$ cat src/rtl/fc_seq_ctrl_pkg.sv
// Shared definitions for the fully-connected layer sequencer.
// Holds the lane/byte geometry of one chunk, the bias word layout,
// the sequencer state encoding and the result packing helper.
package fc_seq_ctrl_pkg;

  localparam int FC_LANES  = 9;
  localparam int FC_BYTE_W = 8;
  localparam int FC_VEC_W  = FC_LANES * FC_BYTE_W;   // 72-bit packed chunk

  // Bias word packs two 16-bit biases as {b2, b1}: b1 occupies the low half.
  localparam int FC_BIAS_W    = 16;
  localparam int FC_BIAS_PK_W = 2 * FC_BIAS_W;

  typedef enum logic [2:0] {
    ST_IDLE,
    ST_FETCH,
    ST_WAIT,
    ST_ISSUE,
    ST_GAP,
    ST_DRAIN,
    ST_CAPTURE
  } fc_state_e;

  // Result word follows the same ordering as the bias word: {data2, data1}.
  function automatic logic [2*FC_BYTE_W-1:0] fc_pack_result(
    input logic [FC_BYTE_W-1:0] d1,
    input logic [FC_BYTE_W-1:0] d2
  );
    return {d2, d1};
  endfunction

endpackage

$ cat src/rtl/fc_chunk_hold.sv
// Hold registers presented to the FC datapath.
// The datapath reads the chunk serially for several cycles after the strobe
// without latching it, so the vector and both weight vectors are kept here
// until the next chunk load. The bias is loaded separately when a run starts.
// Ports:
//   clk        clock
//   clr_i      synchronous clear of all hold registers (active-high)
//   vec_ld_i   load x/w1/w2 from the buffer read data
//   bias_ld_i  load the packed bias word
//   x_i, w1_i, w2_i, bias_i   values to load
//   x_o, w1_o, w2_o, bias_o   held values
module fc_chunk_hold
  import fc_seq_ctrl_pkg::*;
(
  input  logic                    clk,
  input  logic                    clr_i,
  input  logic                    vec_ld_i,
  input  logic                    bias_ld_i,
  input  logic [FC_VEC_W-1:0]     x_i,
  input  logic [FC_VEC_W-1:0]     w1_i,
  input  logic [FC_VEC_W-1:0]     w2_i,
  input  logic [FC_BIAS_PK_W-1:0] bias_i,
  output logic [FC_VEC_W-1:0]     x_o,
  output logic [FC_VEC_W-1:0]     w1_o,
  output logic [FC_VEC_W-1:0]     w2_o,
  output logic [FC_BIAS_PK_W-1:0] bias_o
);

  logic [FC_VEC_W-1:0]     x_q, x_d;
  logic [FC_VEC_W-1:0]     w1_q, w1_d;
  logic [FC_VEC_W-1:0]     w2_q, w2_d;
  logic [FC_BIAS_PK_W-1:0] bias_q, bias_d;

  always_comb begin
    x_d    = x_q;
    w1_d   = w1_q;
    w2_d   = w2_q;
    bias_d = bias_q;
    if (vec_ld_i) begin
      x_d  = x_i;
      w1_d = w1_i;
      w2_d = w2_i;
    end
    if (bias_ld_i) begin
      bias_d = bias_i;
    end
  end

  always_ff @(posedge clk) begin
    if (clr_i) begin
      x_q    <= '0;
      w1_q   <= '0;
      w2_q   <= '0;
      bias_q <= '0;
    end else begin
      x_q    <= x_d;
      w1_q   <= w1_d;
      w2_q   <= w2_d;
      bias_q <= bias_d;
    end
  end

  assign x_o    = x_q;
  assign w1_o   = w1_q;
  assign w2_o   = w2_q;
  assign bias_o = bias_q;

endmodule

$ cat src/rtl/fc_seq_ctrl.sv
// Sequencer for the fully-connected layer datapath.
// On start it reads NUM_CHUNKS chunks from the feature/weight buffers, holds
// each one for the datapath and strobes fc_valid_o every CHUNK_PERIOD cycles,
// then waits for the datapath result and reports done or a drain timeout.
// Ports:
//   clk, rst_n             clock, synchronous active-low reset
//   start_i, abort_i       run request (IDLE only) / cancel current run
//   bias_i                 packed {b2, b1}, latched on an accepted start
//   busy_o, done_o, err_o  status; done/err are single-cycle pulses
//   result_o               {data2, data1}, held until the next capture
//   rd_en_o, rd_addr_o     buffer read strobe and chunk index
//   x/w1/w2_rdata_i        buffer read data, RD_LAT cycles after rd_en_o
//   fc_valid_o, fc_*_o     chunk strobe and held chunk/bias to the datapath
//   fc_clear_n_o           one-cycle low pulse after an abort
//   fc_valid_i, fc_data*_i datapath result strobe and outputs
module fc_seq_ctrl
  import fc_seq_ctrl_pkg::*;
#(
  parameter int NUM_CHUNKS    = 32,
  parameter int CHUNK_PERIOD  = 13,
  parameter int RD_LAT        = 1,
  parameter int DRAIN_TIMEOUT = 16
) (
  input  logic                          clk,
  input  logic                          rst_n,
  input  logic                          start_i,
  input  logic                          abort_i,
  input  logic [FC_BIAS_PK_W-1:0]       bias_i,
  output logic                          busy_o,
  output logic                          done_o,
  output logic                          err_o,
  output logic [2*FC_BYTE_W-1:0]        result_o,
  output logic                          rd_en_o,
  output logic [$clog2(NUM_CHUNKS)-1:0] rd_addr_o,
  input  logic [FC_VEC_W-1:0]           x_rdata_i,
  input  logic [FC_VEC_W-1:0]           w1_rdata_i,
  input  logic [FC_VEC_W-1:0]           w2_rdata_i,
  output logic                          fc_valid_o,
  output logic [FC_VEC_W-1:0]           fc_data_o,
  output logic [FC_VEC_W-1:0]           fc_weight1_o,
  output logic [FC_VEC_W-1:0]           fc_weight2_o,
  output logic [FC_BIAS_PK_W-1:0]       fc_bias_o,
  output logic                          fc_clear_n_o,
  input  logic                          fc_valid_i,
  input  logic [FC_BYTE_W-1:0]          fc_data1_i,
  input  logic [FC_BYTE_W-1:0]          fc_data2_i
);

  localparam int ADDR_W = $clog2(NUM_CHUNKS);
  // Cycles between ISSUE and the next FETCH so strobes land CHUNK_PERIOD apart:
  // one ISSUE, GAP_LEN gap cycles, one FETCH, RD_LAT wait cycles.
  localparam int GAP_LEN = CHUNK_PERIOD - RD_LAT - 2;

  fc_state_e state_q, state_d;
  logic [15:0]              cnt_q, cnt_d;
  logic [ADDR_W-1:0]        k_q, k_d;
  logic [2*FC_BYTE_W-1:0]   result_q, result_d;
  logic                     clear_n_q, clear_n_d;
  logic                     vec_ld, bias_ld;
  logic                     hold_clr;

  // State register
  always_ff @(posedge clk) begin
    if (!rst_n) state_q <= ST_IDLE;
    else        state_q <= state_d;
  end

  always_ff @(posedge clk) begin
    if (!rst_n) begin
      cnt_q     <= '0;
      k_q       <= '0;
      result_q  <= '0;
      clear_n_q <= 1'b1;
    end else begin
      cnt_q     <= cnt_d;
      k_q       <= k_d;
      result_q  <= result_d;
      clear_n_q <= clear_n_d;
    end
  end

  // Next-state logic. cnt is shared: read-latency wait, gap timing,
  // drain timeout and the two capture cycles never overlap.
  always_comb begin
    state_d   = state_q;
    cnt_d     = cnt_q;
    k_d       = k_q;
    result_d  = result_q;
    clear_n_d = 1'b1;
    vec_ld    = 1'b0;
    bias_ld   = 1'b0;
    if (state_q != ST_IDLE && abort_i) begin
      state_d   = ST_IDLE;
      clear_n_d = 1'b0;
    end else begin
      unique case (state_q)
        ST_IDLE: begin
          if (start_i) begin
            bias_ld = 1'b1;
            k_d     = '0;
            state_d = ST_FETCH;
          end
        end
        ST_FETCH: begin
          cnt_d   = '0;
          state_d = ST_WAIT;
        end
        ST_WAIT: begin
          // Read data is valid in the last wait cycle; capture it on this edge.
          if (cnt_q == 16'(RD_LAT - 1)) begin
            vec_ld  = 1'b1;
            state_d = ST_ISSUE;
          end else begin
            cnt_d = cnt_q + 16'd1;
          end
        end
        ST_ISSUE: begin
          cnt_d = '0;
          if (k_q == ADDR_W'(NUM_CHUNKS - 1)) begin
            state_d = ST_DRAIN;
          end else begin
            k_d     = k_q + 1'b1;
            state_d = (GAP_LEN == 0) ? ST_FETCH : ST_GAP;
          end
        end
        ST_GAP: begin
          if (cnt_q == 16'(GAP_LEN - 1)) state_d = ST_FETCH;
          else                           cnt_d   = cnt_q + 16'd1;
        end
        ST_DRAIN: begin
          // cnt counts cycles since the last ISSUE, minus one.
          if (fc_valid_i) begin
            cnt_d   = '0;
            state_d = ST_CAPTURE;
          end else if (cnt_q == 16'(DRAIN_TIMEOUT - 1)) begin
            state_d = ST_IDLE;
          end else begin
            cnt_d = cnt_q + 16'd1;
          end
        end
        ST_CAPTURE: begin
          // First cycle: datapath outputs have settled, sample them.
          // Second cycle: announce the result.
          if (cnt_q == '0) begin
            result_d = fc_pack_result(fc_data1_i, fc_data2_i);
            cnt_d    = 16'd1;
          end else begin
            state_d = ST_IDLE;
          end
        end
        default: state_d = ST_IDLE;
      endcase
    end
  end

  // Outputs
  always_comb begin
    busy_o     = (state_q != ST_IDLE);
    rd_en_o    = (state_q == ST_FETCH);
    fc_valid_o = (state_q == ST_ISSUE);
    done_o     = (state_q == ST_CAPTURE) && (cnt_q != '0) && !abort_i;
    err_o      = (state_q == ST_DRAIN) && !fc_valid_i && !abort_i &&
                 (cnt_q == 16'(DRAIN_TIMEOUT - 1));
  end

  assign rd_addr_o    = k_q;
  assign result_o     = result_q;
  assign fc_clear_n_o = clear_n_q;
  assign hold_clr     = ~rst_n;

  fc_chunk_hold u_hold (
    .clk       (clk),
    .clr_i     (hold_clr),
    .vec_ld_i  (vec_ld),
    .bias_ld_i (bias_ld),
    .x_i       (x_rdata_i),
    .w1_i      (w1_rdata_i),
    .w2_i      (w2_rdata_i),
    .bias_i    (bias_i),
    .x_o       (fc_data_o),
    .w1_o      (fc_weight1_o),
    .w2_o      (fc_weight2_o),
    .bias_o    (fc_bias_o)
  );

endmodule

$ cat config.mk
export PLATFORM = sky130hd
export DESIGN_NAME = fc_seq_ctrl
export DESIGN_NICKNAME = d
export VERILOG_FILES = /design/src/rtl/fc_seq_ctrl_pkg.sv /design/src/rtl/fc_chunk_hold.sv /design/src/rtl/fc_seq_ctrl.sv
export SDC_FILE = /design/constraint.sdc
export NUM_CORES = 1
export LEC_CHECK = 0
export ABC_AREA = 1
export CORE_AREA = 3 3 208 210
export CTS_CLUSTER_DIAMETER = 150
export CTS_CLUSTER_SIZE = 10
export DETAILED_ROUTE_END_ITERATION = 7
export DIE_AREA = 0 0 211 213
export GPL_ROUTABILITY_DRIVEN = 0
export SETUP_SLACK_MARGIN = 0.5
export SLEW_MARGIN = 20
export SYNTH_ARGS = -nofsm -noshare
export SYNTH_HDL_FRONTEND = slang
export SYNTH_SLANG_ARGS = --single-unit
$ cat constraint.sdc
create_clock -name clk -period 2.35 [get_ports clk]
set_input_delay 0.5875 -clock clk [delete_from_list [all_inputs] [get_ports clk]]
set_output_delay 0.5875 -clock clk [all_outputs]
set_load 0.01 [all_outputs]
=== After elaboration in Yosys (flattened, before gate mapping) ===
Index checks and enable logic that the tools add are counted.

* Bits in registers: 289
* Bits of input ports: 269
* Output and inout port bits: 275

* Add/sub/neg operators: 2
* Eq/ne operators: 19
* Mux-type cells: 24
* Bitwise operators: 2
* Reductions and logical operators: 20

{| class="wikitable"
|+ Operator list
! kind !! count
|-
| $mux 16 || 5
|-
| $pmux 16 s5 || 1
|-
| $eq 16x4->1 const B || 2
|-
| $pmux 3 s7 || 1
|-
| $mux 3 || 6
|-
| $add 16x1->16 const B || 1
|-
| $logic_not 16->1 || 1
|-
| $ne 2x2->1 const B || 8
|-
| $reduce_bool 16->1 || 1
|-
| $mux 5 || 2
|-
| $pmux 5 s2 || 1
|-
| $eq 3x3->1 const B || 3
|-
| $mux 1 || 8
|-
| $eq 3x2->1 const B || 2
|-
| $logic_and 1x1->1 || 6
|-
| $ne 3x3->1 const B || 2
|-
| $reduce_and 6->1 || 1
|-
| $add 5x1->5 const B || 1
|-
| $eq 5x5->1 const B || 1
|-
| $reduce_and 5->1 || 1
|-
| $reduce_bool 5->1 || 1
|-
| $reduce_and 4->1 || 1
|-
| $reduce_or 2->1 || 2
|-
| $eq 3x1->1 const B || 1
|-
| other kinds (6) || 8
|}

=== Logic depth before layout (Yosys ltp) ===
Gate-level depths: netlist of the first run.

* Depth after elaboration: 4
* Depth in mapped cells: 12

=== By module ===
From an unflattened synthesis of the first run, not the netlist that was laid out.

* Cell total of the unflattened synthesis: 1942
* Area total of the unflattened synthesis: 12604.6 um2

{| class="wikitable"
|+ Modules (own cells, without submodules)
! module !! times used !! cells each !! area an instance (um2)
|-
| fc_chunk_hold || 1 || 1571 || 10269.8
|-
| fc_seq_ctrl || 1 || 371 || 2334.7
|}

=== Worst setup path after synthesis of the first run ===
No wires, ideal clock.

* Path kind: register -> register
* From: reg k_q[0], in the netlist rd_addr_o[0]
* To: reg k_q[3], in the netlist rd_addr_o[3]
* Arrival: 1.682 ns
* Slack: 0.551 ns
* Cell stages (with the launch flop): 10
* Buffers on the path: 0
* Clock period less this slack: 1.799 ns
* Cell sequence: dfxtp_1 ha_1 inv_1 nor3_1 ha_1 o31ai_1 nand2_1 nor2_1 xor2_1 nor2_1

* Cells in the longest elaborated chain, start to end: 3

{| class="wikitable"
|+ RTL lines
! element !! RTL line !! text
|-
| from (decl) || fc_seq_ctrl.sv:56 || <nowiki>logic [ADDR_W-1:0] k_q, k_d;</nowiki>
|-
| from (signal assigned) || fc_seq_ctrl.sv:76 || <nowiki>k_q <= k_d;</nowiki>
|-
| $add 5x1->5 / $eq 5x5->1 (equally long branches) || fc_seq_ctrl.sv:122, fc_seq_ctrl.sv:119 ||
|-
| $mux 5 / $ne 2x2->1 (equally long branches) || n/a ||
|-
| $pmux 5 s2 / $reduce_and 4->1 (equally long branches) || n/a ||
|}

Parallel ways exist; a longest one is shown, timed or not. The select of a mux whose other input is x is not followed.
A chain may end at the register's enable or synchronous reset.

=== Worst setup path after layout of the first run ===
* From: reg cnt_q[1]
* To: out err_o

* Cells in the longest elaborated chain, start to end: 2

{| class="wikitable"
|+ RTL lines
! element !! RTL line !! text
|-
| from (decl) || fc_seq_ctrl.sv:55 || <nowiki>logic [15:0] cnt_q, cnt_d;</nowiki>
|-
| from (signal assigned) || fc_seq_ctrl.sv:75 || <nowiki>cnt_q <= cnt_d;</nowiki>
|-
| $eq 16x4->1 || fc_seq_ctrl.sv:163 || <nowiki>(cnt_q == 16'(DRAIN_TIMEOUT - 1));</nowiki>
|-
| $logic_and 1x1->1 || fc_seq_ctrl.sv:162 || <nowiki>err_o = (state_q == ST_DRAIN) && !fc_valid_i && !abort_i &&</nowiki>
|-
| to (decl) || fc_seq_ctrl.sv:31 || <nowiki>output logic err_o,</nowiki>
|}

Every way passes these cells.

==> flow_summary.yaml, run 1 <==
outcome:
  status: "finished with violations"
  violations: "negative setup slack"
die:
  ioPinCount: 544
  start_util_pct: 26.2
  fp.dieH_um: 213
  num_rows: 75
  dieWidth_um: 211
  dieArea_mm2: 0.0449
  fp.coreArea_mm2: 0.0418
cts:
  h-tree-depth: 2
  cts_made_buffers: 34
  cts.hold.buffers_added: 0
  cts_sinks: 289
  insertion_delay_ns: 0.52
  cts_tree: "done"
  clkTransAtPathRegs_ns: 0.06
  clock_path_buffers: 3
  root_buffer: "clkbuf_16"
critical_path:
  critPathLaunch: "cnt_q[1]"
  r2r-end: "u_hold.x_o[62]"
  rr_startpoint: "cnt_q[1]"
  worstPathArrival_ns: 1.82
  rrSetupSlack_ns: -0.04
  startpoint_type: "register"
  crit_path_max_fanout: 2
  critPathRequiredTime_ns: 1.76
  worstSetupEndpoint: "err_o"
  reg2reg_depth: 18
  end_kind: "output port"
  worst-setup-path-type: "reg -> out"
logic_synthesis:
  netlist_area_mm2: 0.0109
  yosysWarnings: 0
  synth_fp_nets: 1706
  synth.top_cell.area_share_pct: 52.9
  yosys_register_bits: 289
  avgSynthCellArea_um2: 7.64
  synth_area_leaders: "dfxtp_1 (53%), nor2_1 (17%), o21ai_0 (7.6%), nand2_1 (4.2%), o21ai_1 (3.6%)"
  ys_seq_area_share_pct: 52.9
  syn-instance-count: 1432
  post_synth_num_cell_types: 30
  synth.largest_area_cell: "dfxtp_1"
placement:
  numPortBuffers: 543
  hpwlAfterDp_um: 29900
  place_area_mm2: 0.0169
timing:
  fin_crit_ns: 2.41
  rsz0062_at_grt: "true"
  post-route-period-util_pct: 103
  setup_tns_ns: -1.22
  setup_ws_ns: -0.0596
  skew_ns: 0.0169
  slew_viol_final: 0
  timing_hold_violations_final: 0
  worst_slew_pin_slew_ns: 0.995
  relSlewSlack_pct: 33.7
  clock.fmax_mhz: 415
  final-setup-viol-count: 56
detailed_routing:
  drt_pass1_iterations: 5
  viasPerCell: 4.57
  drc: 0
  vias: 11680
  drtIter0Drc: 590
  ant_nets: 0
  totalWireLength_um: 45400
  routedWlPerCell_um: 17.8
cells_and_area:
  final_cell_area_mm2: 0.0193
  finalNetCount: 2285
  nFillCells: 4013
  area_growth_syn_to_layout_pct: 76.4
  final_common_cell: "clkdlybuf4s50_1"
  final_cell_mix: "clkdlybuf4s50_1 (517), nor2_1 (478), dfxtp_1 (283), o21ai_0 (135), nand2_1 (121)"
  drive_above_1_share_pct: 12.7
run:
  maxCapViolations: 0
grt:
  grt_pass1_wl_um: 65200
  grt_use_total_pct: 18.5
  grt_max_degree: 148
  grt-ovfl-total: 0
  grt_pass1_vias: 11364
  antenna_found_initial: 3
power_and_ir_drop:
  leakage_nw: 7.74
  peakVddDrop_mv: 0.656
  power_density_mw_per_mm2: 1060
min_path:
  min_from: "u_hold.bias_o[9]"
  min_path_type: "reg -> reg"
worst min path at each step:
| stage | slack (ns) | end | cells after the start |
|---|---|---|---|
| global route | 0.48 | cnt_q[14] | 3 |
| global placement | 0.45 | u_hold.bias_o[7] | 2 |
| detailed placement | 0.45 | u_hold.bias_o[21] | 2 |
| floorplan | 0.46 | cnt_q[6] | 2 |
| finish | 0.46 | u_hold.bias_o[9] | 2 |
| CTS | 0.44 | cnt_q[1] | 3 |
worst max-delay path, cell delays in order (launching register included):
cell and delay [ns]:
dfxtp_2 0.34, buf_4 0.12, buf_6 0.09, ha_4 0.14, nand3_4 0.09, nor2_4 0.15, nand3_2 0.10, nor2_2 0.11
buf_2 0.14
power breakdown:
group / internal (W) / switching [W]
logic: 0.00458 / 0.00419
registers: 0.00625 / 0.000761
clock network: 0.00263 / 0.00197
flip-flops by register name, summed over array words and instances, names as in the netlist:
| register | count |
|---|---|
| result_o | 16 |
| u_hold.w1_o | 72 |
| state_q | 3 |
| cnt_q | 16 |
| rd_addr_o | 5 |
| fc_clear_n_o | 1 |
| u_hold.bias_o | 32 |
| u_hold.w2_o | 72 |
| u_hold.x_o | 72 |
cell type report:
| class | count | area, um2 | share of cell area, % |
|---|---|---|---|
| Multi-Input combinational cell | 1013 | 4850 | 25.1 |
| Clock buffer | 36 | 880 | 4.56 |
| Sequential cell | 289 | 5800 | 30.1 |
| Timing Repair Buffer | 635 | 6880 | 35.7 |
| Clock inverter | 1 | 8.76 | 0.0454 |
| Antenna cell | 3 | 7.51 | 0.0389 |
| Tap cell | 539 | 674 | 3.50 |
| Inverter | 36 | 159 | 0.824 |
| Timing Repair inverter | 2 | 36.3 | 0.188 |
cell families (layout without fill, tap and decap cells):
group	Yosys count	after routing	share of synthesized area (%)
other	0	3	0
buffers and inverters	130	710	6.80
AND/OR/NAND/NOR	702	702	25.4
flip-flops	289	289	52.9
XOR/XNOR	8	8	0.641
AO/OA/AOI/OAI	298	298	13.7
adder cells (fa/ha/maj)	5	5	0.572
routing by layer:
layer	up-vias	share of wire, %	wire, um	track usage [%]
li1	5769	-	-	-
met2	413	50	22500	32.5
met3	70	8.3	3790	6.52
met1	5428	39	17600	20.6
met5	-	0	0	0
met4	0	3.3	1510	7.07
metrics by stage:
step / hold WS, ns / power, W / setup WS, ns / cells / utilization (%)
2_1_floorplan: 0.462 / 0.0102 / 0.551 / 1432 / -
3_3_place_gp: 0.448 / 0.0142 / -0.233 / 2460 / 40.5
3_5_place_dp: 0.451 / 0.0143 / -0.222 / 2460 / 40.5
4_1_cts: 0.443 / 0.0201 / -0.0313 / 2532 / 45.0
5_1_grt: 0.478 / 0.0215 / -0.161 / 2554 / 46.2
6_report: 0.456 / 0.0204 / -0.0596 / 2554 / 46.2
repair_timing:
| item | in CTS | in global routing |
|---|---|---|
| pin swaps | 14 | 46 |
| buffers inserted | 22 | 6 |
| resized for setup | 206 | 67 |
| cloned | 13 | 13 |
| setup endpoints to repair | 528 | 548 |
cells in the mapped netlist:
master,count
nor2_1,506
dfxtp_1,289
o21ai_0,166
nand2_1,123
o21ai_1,79
nand3_1,55
a21oi_1,51
clkbuf_1,44
inv_1,31
buf_6,30
buf_1,12
buf_4,7
nor3_1,6
ha_1,5
xnor2_1,4
xor2_1,4
inv_2,3
nor2_4,3
nand3b_1,2
o31ai_1,2
buf_2,1
clkinv_1,1
inv_4,1
nand2_2,1
nand3_2,1
nand4_1,1
nor2_2,1
nor2_8,1
nor3b_1,1
or2_2,1
No activity file was read; power rests on OpenSTA's default activity.
==> run 2: changes to the inputs <==
--- a/config.mk
+++ b/config.mk
@@ -6,12 +6,12 @@
 export NUM_CORES = 1
 export LEC_CHECK = 0
 export ABC_AREA = 1
+export CAP_MARGIN = 40
 export CORE_AREA = 3 3 208 210
 export CTS_CLUSTER_DIAMETER = 150
 export CTS_CLUSTER_SIZE = 10
 export DETAILED_ROUTE_END_ITERATION = 7
 export DIE_AREA = 0 0 211 213
-export GPL_ROUTABILITY_DRIVEN = 0
 export SETUP_SLACK_MARGIN = 0.5
 export SLEW_MARGIN = 20
 export SYNTH_ARGS = -nofsm -noshare
==> results of run 2 <==
Same layout as run 1: the final DEF is identical, and so are final timing and power.
==> run 3: changes to the inputs <==
--- a/config.mk
+++ b/config.mk
@@ -12,6 +12,8 @@
 export CTS_CLUSTER_SIZE = 10
 export DETAILED_ROUTE_END_ITERATION = 7
 export DIE_AREA = 0 0 211 213
+export MAX_ROUTING_LAYER = met4
+export PLACE_DENSITY = 0.67
 export SETUP_SLACK_MARGIN = 0.5
 export SLEW_MARGIN = 20
 export SYNTH_ARGS = -nofsm -noshare
==> run 3 against run 2 <==
Compared with the run above: the flow now finishes without violations; sequential share of layout area decreased by 0.80 points; final cell count increased by 2.1%; clock skew increased by 0.011 ns; first-iteration DRC count increased by 17%; worst setup slack improved by 0.17 ns; sequential power decreased by 0.7%; global-route usage increased by 0.27 points; critical endpoint is now done_o.
==> flow_summary.yaml, run 3 (same netlist as run 1, synthesis figures left out) <==
outcome:
  status: "completed"
placement:
  place_area_mm2: 0.0170
  numPortBuffers: 543
  place.gp.congestion: 0.888
  place_ws_ns: -0.237
  hpwlAfterDp_um: 29800
  place_inst: 2478
cts:
  cts_sinks: 289
  root_buffer: "clkbuf_16"
  clock_path_buffers: 3
  cts_tree: "done"
  cts_made_buffers: 34
  cts.hold.buffers_added: 0
  insertion_delay_ns: 0.53
  clkTransAtPathRegs_ns: 0.06
  h-tree-depth: 2
grt:
  grt-ovfl-total: 0
  grt_use_total_pct: 18.8
  grt_max_degree: 100
  grt_pass1_wl_um: 64300
  grt_pass1_vias: 11619
  antenna_found_initial: 3
timing:
  final-setup-viol-count: 0
  fin_crit_ns: 2.24
  worst_slew_pin_slew_ns: 0.491
  clock.fmax_mhz: 446
  post-route-period-util_pct: 95.4
  skew_ns: 0.0280
  slew_viol_final: 0
  timing_hold_violations_final: 0
  relSlewSlack_pct: 67.3
  setup_ws_ns: 0.108
  rsz0062_at_grt: "true"
die:
  dieArea_mm2: 0.0449
  num_rows: 75
  start_util_pct: 26.2
  ioPinCount: 544
  fp.coreArea_mm2: 0.0418
  dieWidth_um: 211
  fp.dieH_um: 213
power_and_ir_drop:
  leakage_nw: 9.22
  power_density_mw_per_mm2: 1020
  peakVddDrop_mv: 0.575
cells_and_area:
  nFillCells: 3998
  drive_above_1_share_pct: 15.8
  final_cell_mix: "nor2_1 (432), dfxtp_1 (274), clkdlybuf4s50_1 (267), dlygate4sd2_1 (261), o21ai_0 (120)"
  finalNetCount: 2339
  final_cell_area_mm2: 0.0199
  area_growth_syn_to_layout_pct: 81.9
  fin_cells: 2608
  final_common_cell: "nor2_1"
detailed_routing:
  drc: 0
  ant_nets: 0
  drt_pass1_iterations: 7
  totalWireLength_um: 48800
  drtIter0Drc: 689
  routedWlPerCell_um: 18.7
  vias: 12039
  viasPerCell: 4.62
critical_path:
  worst-setup-path-type: "reg -> out"
  startpoint_type: "register"
  crit_buf_inv: 2
  critPathRequiredTime_ns: 1.76
  crit_path_max_fanout: 3
  worstPathArrival_ns: 1.65
  rrSetupSlack_ns: 0.12
  cp_top_family: "simple AND/OR/NAND/NOR gates"
  crit_chain: "inv_4 -> ha_4 -> nand3_2 -> nor2_4 -> nand2_2 -> nand2_2 -> nor2_1 -> buf_2"
  cpMostUsedCell: "nand2_2"
  slowest_delay_ns: 0.37
  end_kind: "output port"
  cp_slowest_cell: "dfxtp_4"
min_path:
  min_path_type: "in -> reg"
run:
  maxCapViolations: 0
run 3: timing repair:
| item | 4_1_cts | 5_1_grt |
|---|---|---|
| gates cloned | 10 | 37 |
| pin swaps | 15 | 58 |
| setup buffers | 25 | 18 |
| endpoints found under the setup margin | 515 | 264 |
| resized for setup | 390 | 208 |
run 3: final cells by class:
class	instances	area (um2)	area share (%)
inverter	36	169	0.849
clock inverter	1	8.76	0.0440
timing repair inverter	6	110	0.554
clock buffer	36	880	4.42
antenna	3	7.51	0.0377
timing repair buffer	685	7300	36.7
tap	539	674	3.39
multi-input combinational	1013	4920	24.7
sequential	289	5820	29.3
run 3: worst reg2reg max path: stages, from the launching register on:
cell and delay, ns:
dfxtp_4 0.37, inv_4 0.07, ha_4 0.13, nand3_2 0.08, nor2_4 0.14, buf_4 0.12, buf_4 0.09, buf_4 0.11
nand3_4 0.10, nor2_8 0.16, buf_12 0.16, buf_12 0.16, clkinv_16 0.10, buf_12 0.16, nor2_1 0.11, nor2_1 0.06
run 3: metal layers:
metal / track usage [%] / share of wire [%] / vias up
met4: 7.97 / 3.9 / 0
met3: 6.27 / 7.7 / 98
met5: - / 0 / -
met1: 19.9 / 39 / 5596
met2: 32.1 / 49 / 471
li1: - / - / 5874
run 3: worst paths after layout:
path,start,cells after the start,end
hold / removal,rst_n,3,result_o[0]
setup / recovery,cnt_q[0],8,done_o
hold reg to reg,u_hold.bias_o[29],2,u_hold.bias_o[29]
setup reg to reg,cnt_q[0],15,u_hold.w2_o[29]
run 3: report_power, final:
part	switching (W)	internal [W]
registers	0.000714	0.00625
clock network	0.00199	0.00263
logic	0.00448	0.00419
total	0.00718	0.0131
run 3: per-stage QoR:
stage	utilization [%]	hold slack [ns]	setup TNS (ns)	power [W]
6_report	47.6	0.391	0	0.0203
5_1_grt	47.6	0.391	0	0.0214
4_1_cts	43.9	0.356	0	0.0189
3_5_place_dp	40.8	0.453	-15.33	0.0144
3_3_place_gp	40.8	0.449	-13.57	0.0143
2_1_floorplan	-	0.462	0	0.0102
